$ cat config.mk
export PLATFORM = sky130hd
export DESIGN_NAME = insn_encoder
export DESIGN_NICKNAME = d
export VERILOG_FILES = /design/src/rtl/insn_encoder.sv
export SDC_FILE = /design/constraint.sdc
export NUM_CORES = 1
export LEC_CHECK = 0
export ABC_AREA = 1
export ABC_CLOCK_PERIOD_IN_PS = 2200
export CAP_MARGIN = 20
export CORE_ASPECT_RATIO = 0.5
export CORE_MARGIN = 8
export CORE_UTILIZATION = 30
export CTS_CLUSTER_DIAMETER = 40
export DETAILED_ROUTE_END_ITERATION = 6
export PLACE_DENSITY = 0.57
export SYNTH_ARGS = -nofsm -noshare
export SYNTH_HDL_FRONTEND = slang
export SYNTH_SLANG_ARGS = --single-unit
export TNS_END_PERCENT = 10
$ cat constraint.sdc
create_clock -name clk -period 2.2 [get_ports clk]
set_input_delay 0.44 -clock clk [delete_from_list [all_inputs] [get_ports clk]]
set_output_delay 0.44 -clock clk [all_outputs]
set_load 0.03 [all_outputs]
$ cat src/rtl/insn_encoder.sv
// Symbolic-request to RV32I instruction-word encoder with sequential word addresses.
// Expands LI into ADDI or LUI(+ADDI); illegal requests are consumed and latch a sticky error.
module insn_encoder #(
    parameter int                ADDR_W    = 10,
    parameter logic [ADDR_W-1:0] BASE_ADDR = {ADDR_W{1'b0}}
) (
    input  logic              clk,
    input  logic              rst_n,
    input  logic              in_valid,
    output logic              in_ready,
    input  logic [3:0]        in_kind,
    input  logic [3:0]        in_alu,
    input  logic [2:0]        in_funct3,
    input  logic [4:0]        in_rd,
    input  logic [4:0]        in_rs1,
    input  logic [4:0]        in_rs2,
    input  logic [31:0]       in_imm,
    output logic              out_valid,
    input  logic              out_ready,
    output logic [31:0]       out_insn,
    output logic [ADDR_W-1:0] out_addr,
    output logic              err
);

    localparam logic [1:0] ST_IDLE     = 2'd0;
    localparam logic [1:0] ST_EMIT     = 2'd1;
    localparam logic [1:0] ST_EMIT_LI2 = 2'd2;

    localparam logic [6:0] OP_R      = 7'b0110011;
    localparam logic [6:0] OP_IMM    = 7'b0010011;
    localparam logic [6:0] OP_LOAD   = 7'b0000011;
    localparam logic [6:0] OP_STORE  = 7'b0100011;
    localparam logic [6:0] OP_BRANCH = 7'b1100011;
    localparam logic [6:0] OP_LUI    = 7'b0110111;
    localparam logic [6:0] OP_AUIPC  = 7'b0010111;
    localparam logic [6:0] OP_JAL    = 7'b1101111;
    localparam logic [6:0] OP_JALR   = 7'b1100111;

    function automatic logic [2:0] alu_funct3(input logic [3:0] alu);
        case (alu)
            4'd0, 4'd1: alu_funct3 = 3'b000;
            4'd2:       alu_funct3 = 3'b111;
            4'd3:       alu_funct3 = 3'b110;
            4'd4:       alu_funct3 = 3'b100;
            4'd5:       alu_funct3 = 3'b001;
            4'd6, 4'd7: alu_funct3 = 3'b101;
            4'd8:       alu_funct3 = 3'b010;
            4'd9:       alu_funct3 = 3'b011;
            default:    alu_funct3 = 3'b000;
        endcase
    endfunction

    function automatic logic [31:0] enc_i(input logic [11:0] imm, input logic [4:0] rs1,
                                          input logic [2:0] f3, input logic [4:0] rd,
                                          input logic [6:0] op);
        enc_i = {imm, rs1, f3, rd, op};
    endfunction

    function automatic logic [31:0] enc_u(input logic [19:0] imm, input logic [4:0] rd,
                                          input logic [6:0] op);
        enc_u = {imm, rd, op};
    endfunction

    logic [1:0]        state_r, state_n_s;
    logic              valid_r, valid_n_s;
    logic [31:0]       insn_r, insn_n_s;
    logic [31:0]       pend_r, pend_n_s;
    logic [ADDR_W-1:0] addr_r, addr_n_s;
    logic              err_r, err_n_s;
    logic              ready_r;

    logic [31:0] word_s, pend_s;
    logic        two_s, illegal_s;
    logic [6:0]  f7_s;
    logic [2:0]  af3_s;
    logic [19:0] hi_s;
    logic        shift_s;

    // Encode the current request into one word (or LUI plus a pending ADDI) and flag illegal requests
    always_comb begin
        word_s    = 32'd0;
        pend_s    = 32'd0;
        two_s     = 1'b0;
        illegal_s = 1'b0;
        af3_s     = alu_funct3(in_alu);
        f7_s      = ((in_alu == 4'd1) || (in_alu == 4'd7)) ? 7'b0100000 : 7'b0000000;
        shift_s   = (in_alu == 4'd5) || (in_alu == 4'd6) || (in_alu == 4'd7);
        hi_s      = in_imm[31:12] + {19'd0, in_imm[11]};
        case (in_kind)
            4'd0: begin
                if (in_alu > 4'd9) illegal_s = 1'b1;
                else word_s = {f7_s, in_rs2, in_rs1, af3_s, in_rd, OP_R};
            end
            4'd1: begin
                if ((in_alu == 4'd1) || (in_alu > 4'd9)) illegal_s = 1'b1;
                else if (shift_s) begin
                    if (in_imm[31:5] != 27'd0) illegal_s = 1'b1;
                    else word_s = {f7_s, in_imm[4:0], in_rs1, af3_s, in_rd, OP_IMM};
                end
                else word_s = enc_i(in_imm[11:0], in_rs1, af3_s, in_rd, OP_IMM);
            end
            4'd2: begin
                if ((in_funct3 == 3'b011) || (in_funct3 == 3'b110) || (in_funct3 == 3'b111))
                    illegal_s = 1'b1;
                else word_s = enc_i(in_imm[11:0], in_rs1, in_funct3, in_rd, OP_LOAD);
            end
            4'd3: begin
                if (in_funct3 > 3'b010) illegal_s = 1'b1;
                else word_s = {in_imm[11:5], in_rs2, in_rs1, in_funct3, in_imm[4:0], OP_STORE};
            end
            4'd4: begin
                if ((in_funct3 == 3'b010) || (in_funct3 == 3'b011)) illegal_s = 1'b1;
                else word_s = {in_imm[12], in_imm[10:5], in_rs2, in_rs1, in_funct3,
                               in_imm[4:1], in_imm[11], OP_BRANCH};
            end
            4'd5:  word_s = enc_u(in_imm[31:12], in_rd, OP_LUI);
            4'd6:  word_s = enc_u(in_imm[31:12], in_rd, OP_AUIPC);
            4'd7:  word_s = enc_u({in_imm[20], in_imm[10:1], in_imm[11], in_imm[19:12]}, in_rd, OP_JAL);
            4'd8:  word_s = enc_i(in_imm[11:0], in_rs1, 3'b000, in_rd, OP_JALR);
            4'd9:  word_s = 32'h0010_0073;
            4'd10: begin
                // Values fitting a signed 12-bit immediate need no LUI; the upper part is rounded for ADDI's sign
                if (in_imm[31:11] == {21{in_imm[11]}})
                    word_s = enc_i(in_imm[11:0], 5'd0, 3'b000, in_rd, OP_IMM);
                else begin
                    word_s = enc_u(hi_s, in_rd, OP_LUI);
                    pend_s = enc_i(in_imm[11:0], in_rd, 3'b000, in_rd, OP_IMM);
                    two_s  = (in_imm[11:0] != 12'd0);
                end
            end
            default: illegal_s = 1'b1;
        endcase
    end

    // Next-state logic for the request/emit handshake FSM
    always_comb begin
        state_n_s = state_r;
        valid_n_s = valid_r;
        insn_n_s  = insn_r;
        pend_n_s  = pend_r;
        addr_n_s  = addr_r;
        err_n_s   = err_r;
        case (state_r)
            ST_IDLE: begin
                if (in_valid) begin
                    if (illegal_s) err_n_s = 1'b1;
                    else begin
                        valid_n_s = 1'b1;
                        insn_n_s  = word_s;
                        pend_n_s  = pend_s;
                        state_n_s = two_s ? ST_EMIT_LI2 : ST_EMIT;
                    end
                end
                else state_n_s = ST_IDLE;
            end
            ST_EMIT: begin
                if (out_ready) begin
                    valid_n_s = 1'b0;
                    addr_n_s  = addr_r + {{(ADDR_W-1){1'b0}}, 1'b1};
                    state_n_s = ST_IDLE;
                end
                else state_n_s = ST_EMIT;
            end
            ST_EMIT_LI2: begin
                if (out_ready) begin
                    insn_n_s  = pend_r;
                    addr_n_s  = addr_r + {{(ADDR_W-1){1'b0}}, 1'b1};
                    state_n_s = ST_EMIT;
                end
                else state_n_s = ST_EMIT_LI2;
            end
            default: begin
                state_n_s = ST_IDLE;
                valid_n_s = 1'b0;
            end
        endcase
    end

    // State and output registers
    always_ff @(posedge clk or negedge rst_n) begin
        if (!rst_n) begin
            state_r <= ST_IDLE;
            valid_r <= 1'b0;
            insn_r  <= 32'd0;
            pend_r  <= 32'd0;
            addr_r  <= BASE_ADDR;
            err_r   <= 1'b0;
            ready_r <= 1'b1;
        end
        else begin
            state_r <= state_n_s;
            valid_r <= valid_n_s;
            insn_r  <= insn_n_s;
            pend_r  <= pend_n_s;
            addr_r  <= addr_n_s;
            err_r   <= err_n_s;
            ready_r <= (state_n_s == ST_IDLE);
        end
    end

    assign in_ready  = ready_r;
    assign out_valid = valid_r;
    assign out_insn  = insn_r;
    assign out_addr  = addr_r;
    assign err       = err_r;

endmodule

==> results.md, run 1 <==
* Initial DRC count at approximately 460
* Total Routing Usage GR at 18.1%
* Multi-input gate area at roughly 0.0029 sq mm
* TritonCTS clock tree: yes
* IO Pins at between 100 and 150
* CP Cell Sequence: clkdlybuf4s50_1 > inv_1 > nand2_1 > nor2_1 > nand2_1 > nor2_2 > nand2_1 > nand2_1 > nand2_2 > buf_4 > nand2_1 > and3_1 > o21ai_0 > nand2_1
* RSZ-0062 raised after global routing: yes
* Post-route minimum period at approximately 2.1 ns
* Synth area leaders: dfrtp_1 (32%), nand2_1 (23%), inv_1 (7.0%)
* DR pass1 iterations at 5
* Area of all sequential standard cells at between 0.0015 and 0.002 sq mm
* Dpl hpwl at ~15 mm
* Pwr per Cell Area at slightly above 900 mW/mm^2
* Post-synth ARST share at 100%
* EDFF count, synth at 0
* Leakage at a little over 4 nW
* Reg2reg end: out_insn[12]
* Post-synth top area share at between 30 and 40%
* Final core occ at 47.4%
* Die area at roughly 0.021 sq mm
* Endpoint class of the critical path: register
* Fin crit share at a little over nine tenths
* Clock tree root buffer cell: clkbuf_16
* Area Growth Syn to Fin at 57.1%
* Worst Path Arrival at between 2 and 2.5 ns
* Ant diodes at 0
* Tot Pwr at 6.92 mW
* Clk buf depth at 2
* Share of cells above drive strength 1 at approximately 22%
* Ys flop type: dfrtp_1
* Final Hold Viols at 0
* WL/cell at between 15 and 20 um
* Worst path required time at 2.41 ns
* Distinct cells, synth at 42
* Die W at between 150 and 200 um
* Top cell type by total area after synthesis: dfrtp_1
* Slowest cell on crit path: clkdlybuf4s50_1
* Clk sink count at 64
* Die H at about 110 um
* Fmax at approximately 470 MHz
* Vias in the first global route at roughly 5400
* Via count at about 5700
* Sequential fraction of the synthesis area at around 33%
* CTS buffer count at 9
* Core footprint at between 0.015 and 0.02 sq mm
* CP peak stage delay at approximately 0.47 ns
* Layout Skew at around 0.0047 ns
* Hold_buf cts at 0
* Gpl congestion at ~0.94
* Synth Area per Inst at between 6 and 7 sq um
* Register clock-pin slew on the reported worst setup and hold paths at 0.06 ns
* Kind of critical path: input pin to register
* Cell area after synthesis at about 0.005 sq mm
* H-tree Lvls at 3
* Row count at 33
* Fill cell count at around 1600
* Port Buf Inserts at around 110
* Peak supply drop at around 0.7 mV
* Synthesized instance count at around 760
* Mapped Nets at 831
* Nets at between 1000 and 1500
* Initial antenna violation count at 0
* Slew margin rel. at roughly two thirds
* Outcome: finished clean
* R2R Setup Slk at ~0.21 ns
* Final setup fails at 0
* YS warnings at 0
* R2r worst-path depth at 9
* Max-Cap Viols at 0
* #FFs+latches synth at between 60 and 70
* Slew Limit Fails at 0
* Worst-Skew Late Latency at 0.33 ns
* Initial Util at just over 30%
* Reg2reg start: state_r[1]
* CP dominant cell by count: nand2_1
* Routed wire length at 18.6 mm
* Largest net degree at the start of global routing at 46
* Post-DRT Antenna Nets at 0
* Worst Hold Class: input pin to async pin
* Measured slew at the worst slew-check pin at about 0.47 ns
* First-pass GRT wire length at 30.0 mm
* DR vias/cell at ~4.7
* Worst Setup Start Kind: input pin
* Worst-path fanout max at 7
* Total grt overflow at 0
* DR DRC count at 0
## metrics by stage
step	setup TNS [ns]	std cells	setup WS, ns	instance area, sq um	hold WS, ns
5_1_grt	-0.298	1207	-0.0568	7630	0.0852
2_1_floorplan	0	761	0.284	4860	0.144
6_report	0	1207	0.0683	7630	0.0575
3_5_place_dp	-19.28	1187	-0.459	7060	0.419
4_1_cts	-0.00163	1204	-0.00163	7450	0.0572
3_3_place_gp	-18.01	1187	-0.412	7060	0.416
## critical path, delay by kind of cell
kind	cells	cell delay (ns)
and+or+nand+nor	10	0.92
buffers and inverters	3	0.72
AOI/OAI and AO/OA	1	0.25
## layout by cell type (no fill, tap or decap), types with 2 or more instances in the layout
| cell | Yosys | routed |
|---|---|---|
| a21oi_1 | 12 | 10 |
| a21oi_2 | 0 | 2 |
| a22o_1 | 3 | 3 |
| a22oi_1 | 9 | 9 |
| buf_12 | 0 | 3 |
| buf_4 | 4 | 126 |
| buf_6 | 3 | 3 |
| bufinv_16 | 0 | 3 |
| clkbuf_16 | 0 | 9 |
| clkdlybuf4s50_1 | 0 | 87 |
| clkinv_1 | 2 | 2 |
| clkinvlp_4 | 0 | 2 |
| dfrtp_1 | 63 | 63 |
| dlygate4sd2_1 | 0 | 4 |
| dlymetal6s2s_1 | 0 | 13 |
| ha_1 | 8 | 7 |
| inv_1 | 90 | 89 |
| inv_2 | 10 | 11 |
| nand2_1 | 303 | 296 |
| nand2_2 | 4 | 9 |
| nand2_4 | 3 | 4 |
| nand3_1 | 62 | 57 |
| nand3_2 | 1 | 6 |
| nand3b_1 | 2 | 2 |
| nand4_1 | 13 | 13 |
| nor2_1 | 56 | 39 |
| nor2_2 | 8 | 20 |
| nor2_4 | 4 | 9 |
| nor3_1 | 5 | 3 |
| nor3_2 | 0 | 2 |
| o211ai_1 | 3 | 3 |
| o21ai_0 | 33 | 31 |
| o21ai_1 | 13 | 13 |
| o21ai_2 | 0 | 2 |
| o21bai_1 | 2 | 2 |
| xnor2_1 | 5 | 5 |
| xor2_1 | 17 | 17 |
## metal layers
metal  wire length, um  part of all wire (%)  track usage [%]  up-vias
li1                  -                     -                -     2861
met3              1760                   9.5             5.20        7
met5                 0                     0                0        -
met4                72                  0.39             2.42        0
met1             10200                    55             29.3     2581
met2              6600                    35             22.9      203
## flip-flops by register name (all words and copies together) (netlist names)
name       flops
out_insn      31
pend_r        18
out_addr      10
state_r        2
err            1
in_ready       1
out_valid      1
## worst max path at each step
| stage | startpoint | end | slack (ns) | depth (start not counted) |
|---|---|---|---|---|
| floorplan | in_imm[11] | out_insn[26] | 0.28 | 15 |
| global placement | in_imm[11] | out_insn[26] | -0.41 | 16 |
| detailed placement | in_imm[11] | out_insn[28] | -0.46 | 16 |
| CTS | in_imm[15] | out_insn[20] | -0.002 | 15 |
| global route | in_imm[10] | out_insn[9] | -0.06 | 15 |
| finish | in_imm[27] | out_insn[14] | 0.07 | 14 |
## cells by family (layout without fill, tap and decap cells)
kind of cell / count (synthesis) / after routing / synth area share [%]
adder cells (fa/ha/maj): 8 / 8 / 2.06
XOR/XNOR: 22 / 22 / 3.97
buffers and inverters: 120 / 356 / 10.2
AO/OA/AOI/OAI: 79 / 79 / 9.27
flip-flops: 64 / 64 / 33.0
AND/OR/NAND/NOR: 468 / 468 / 41.5
## power breakdown
group	internal (mW)	switching (mW)	total [mW]
logic	1.39	2.04	3.43
clock network	1.11	0.548	1.66
registers	1.57	0.262	1.83
## timing repair
| action | CTS | global route |
|---|---|---|
| pin swaps | 4 | 8 |
| setup buffers | 1 | 3 |
| endpoints found under the setup margin | 38 | 52 |
| endpoints found under the hold margin | 0 | 0 |
| resized for setup | 18 | 51 |
## cell type report
type | instances | area share [%]
Clock buffer | 9 | 2.95
Clock inverter | 7 | 1.56
Inverter | 102 | 5.02
Multi-Input combinational cell | 577 | 38.2
Sequential cell | 64 | 21.0
Tap cell | 210 | 3.44
Timing Repair Buffer | 238 | 27.8
## synthesized netlist by cell type (2+ instances only)
library cell,count
xor2_1,17
o21ai_0,33
buf_6,3
nand2_4,3
a22oi_1,9
nor2_4,4
clkinv_1,2
nand3_1,62
dfrtp_1,63
nand4_1,13
o211ai_1,3
nand3b_1,2
o21ai_1,13
inv_1,90
buf_2,5
buf_1,3
buf_4,4
nor2_2,8
xnor2_1,5
a21oi_1,12
nand2_1,303
inv_2,10
clkbuf_1,3
nor3_1,5
a22o_1,3
nand2_2,4
o21bai_1,2
nor2_1,56
ha_1,8
(Power assumes the default switching activity.)
==> inputs of run 2 (changes only) <==
--- a/config.mk
+++ b/config.mk
@@ -9,11 +9,12 @@
 export ABC_CLOCK_PERIOD_IN_PS = 2200
 export CAP_MARGIN = 20
 export CORE_ASPECT_RATIO = 0.5
-export CORE_MARGIN = 8
+export CORE_MARGIN = 4
 export CORE_UTILIZATION = 30
 export CTS_CLUSTER_DIAMETER = 40
 export DETAILED_ROUTE_END_ITERATION = 6
 export PLACE_DENSITY = 0.57
+export SKIP_LAST_GASP = 1
 export SYNTH_ARGS = -nofsm -noshare
 export SYNTH_HDL_FRONTEND = slang
 export SYNTH_SLANG_ARGS = --single-unit
==> run 2 against run 1 <==
Clock-buffer cell count stayed put. Sequential power about the same. Critical path depth grew 2. Critical endpoint is now pend_r[18]. Largest cell class unchanged.
==> results.md, run 2 (synthesis gave the netlist of run 1 again) <==
* Outcome: finished clean
* Dpl hpwl at between 10 and 15 mm
* Placed cell area at between 0.006 and 0.007 sq mm
* TritonCTS clock tree: yes
* Worst path required time at around 2.5 ns
* Pwr per Cell Area at around 890 mW/mm^2
* Gpl congestion at between 0.9 and 1
* Post-DRT Antenna Nets at 0
* Clk buf depth at 2
* Setup TNS Final at 0 ns
* Area Growth Syn to Fin at 56.8%
* CTS buffer count at 9
* Total grt overflow at 0
* Met1 Usage GRT at ~28%
* Initial antenna violation count at 0
* Fmax at about 470 MHz
* Leakage at slightly above 4 nW
* Post-Layout Inst Area at roughly 0.0076 sq mm
* Max-Cap Viols at 0
* Max reg flops at 31
* IO Pins at roughly 110
* Clk sink count at 64
* Slew Limit Fails at 0
* M3 GR Usage at 2.57%
* Clock tree root buffer cell: clkbuf_16
* RSZ-0062 raised after global routing: yes
* Initial DRC count at between 300 and 400
* Commonest non-fill, non-tap cell in the layout: nand2_1
* Post-route minimum period at 2.14 ns
* Ant diodes at 0
* Worst Path Arrival at about 2.4 ns
* Layout Skew at approximately 0.0080 ns
* Total Routing Usage GR at a little under a fifth
* DR vias/cell at about 4.7
* Peak supply drop at 0.418 mV
* Vias in the first global route at 5429
* Kind of critical path: input pin to register
* WL/cell at roughly 14 um
* Worst Setup Start Kind: input pin
* Worst Hold Class: input pin to async pin
* Endpoint class of the critical path: register
* Dpl ws at -0.547 ns
* M2 GR Usage at approximately 28%
* Core footprint at 0.0156 sq mm
* Die H at between 90 and 100 um
* Die W at around 190 um
* Port Buf Inserts at roughly 110
* Measured slew at the worst slew-check pin at a little under 0.5 ns
* Nets at ~1100
* DR DRC count at 0
* Final core occ at a little under 50%
* Share of cells above drive strength 1 at between 20% and 30%
* Die area at approximately 0.018 sq mm
* Via count at between 5000 and 6000
* Setup ws final at slightly above 0.06 ns
* Register clock-pin slew on the reported worst setup and hold paths at roughly 0.070 ns
* DR pass1 iterations at 5
* Gr busiest metal: met2
* Largest net degree at the start of global routing at 26
* First-pass GRT wire length at roughly 28 mm
* Initial Util at 31.1%
* Row count at 32
* Worst-path fanout max at 7
* Routed wire length at 17.3 mm
* H-tree Lvls at 3
* Final setup fails at 0
* Worst-Skew Late Latency at about 0.33 ns
* Fin crit share at about 97%
* Slew margin rel. at around two thirds
* Final Hold Viols at 0
* Commonest non-fill, non-tap cells in the layout: nand2_1 (295), buf_4 (119), inv_1 (89)
==> run 2: cell count changes in the layout (fill, tap and decap cells not counted), sizes merged <==
cell,delta
buf,-4
bufinv,-2
clkdlybuf4s15,-1
clkdlybuf4s50,-1
clkinvlp,+1
dlygate4sd2,-2
dlymetal6s2s,+4
inv,+1
nand2,+2
==> run 2: power by group <==
part / leakage, nW / internal (mW) / switching [mW] / total (mW)
clock: 0.139 / 0.887 / 0.573 / 1.46
combinational: 3.18 / 1.47 / 2.03 / 3.50
sequential: 0.824 / 1.57 / 0.247 / 1.81
==> run 2: path summary, 6_finish.rpt <==
kind / from / to / slack [ns] / cells after the start
max: in_imm[10] / pend_r[18] / 0.06 / 16
min: rst_n / out_addr[5] / 0.06 / 1
max reg2reg: state_r[0] / out_insn[25] / 0.32 / 9
min reg2reg: out_insn[29] / out_insn[29] / 0.48 / 2
max in group asynchronous: rst_n / pend_r[28] / 1.41 / 2
min in group clk: out_insn[29] / out_insn[29] / 0.48 / 2
==> run 2: stage by stage <==
stage | power (mW) | std cells | hold WS, ns
3_5_place_dp | 5.26 | 1174 | 0.430
6_report | 6.78 | 1199 | 0.0586
5_1_grt | 7.22 | 1199 | 0.0924
2_1_floorplan | 3.71 | 761 | 0.144
4_1_cts | 6.78 | 1196 | 0.0673
3_3_place_gp | 5.21 | 1174 | 0.430
==> run 2: worst max-delay path, stage by stage <==
cell	delay, ns
clkdlybuf4s50_1	0.42
inv_1	0.08
nand2_1	0.07
nor2_2	0.17
nand2_1	0.08
nor2_2	0.11
nand2_1	0.07
nand2_2	0.07
nand2_2	0.09
buf_4	0.17
nand3_4	0.09
nand2_8	0.09
nor2_8	0.17
buf_12	0.13
nand3_1	0.07
nand2_1	0.07
==> run 2: what timing repair did <==
action,in CTS,in global routing
gates resized for setup,10,64
setup buffers,5,2
hold buffers,0,0
gates cloned,1,1
hold endpoints to repair,0,0
pin swaps,5,17
setup endpoints to repair,48,52
==> run 2: per-layer routing <==
layer,vias up,part of all wire (%)
li1,2861,-
met1,2616,52
met2,144,43
met3,7,4.4
met4,0,0.56
met5,-,0
==> run 2: final cells by class <==
type | count | area, sq um
Sequential cell | 64 | 1600
Tap cell | 204 | 255
Multi-Input combinational cell | 579 | 2950
Inverter | 102 | 383
Clock inverter | 7 | 78.8
Timing Repair Buffer | 234 | 2120
Clock buffer | 9 | 225
Fill cell | 1570 | 8000
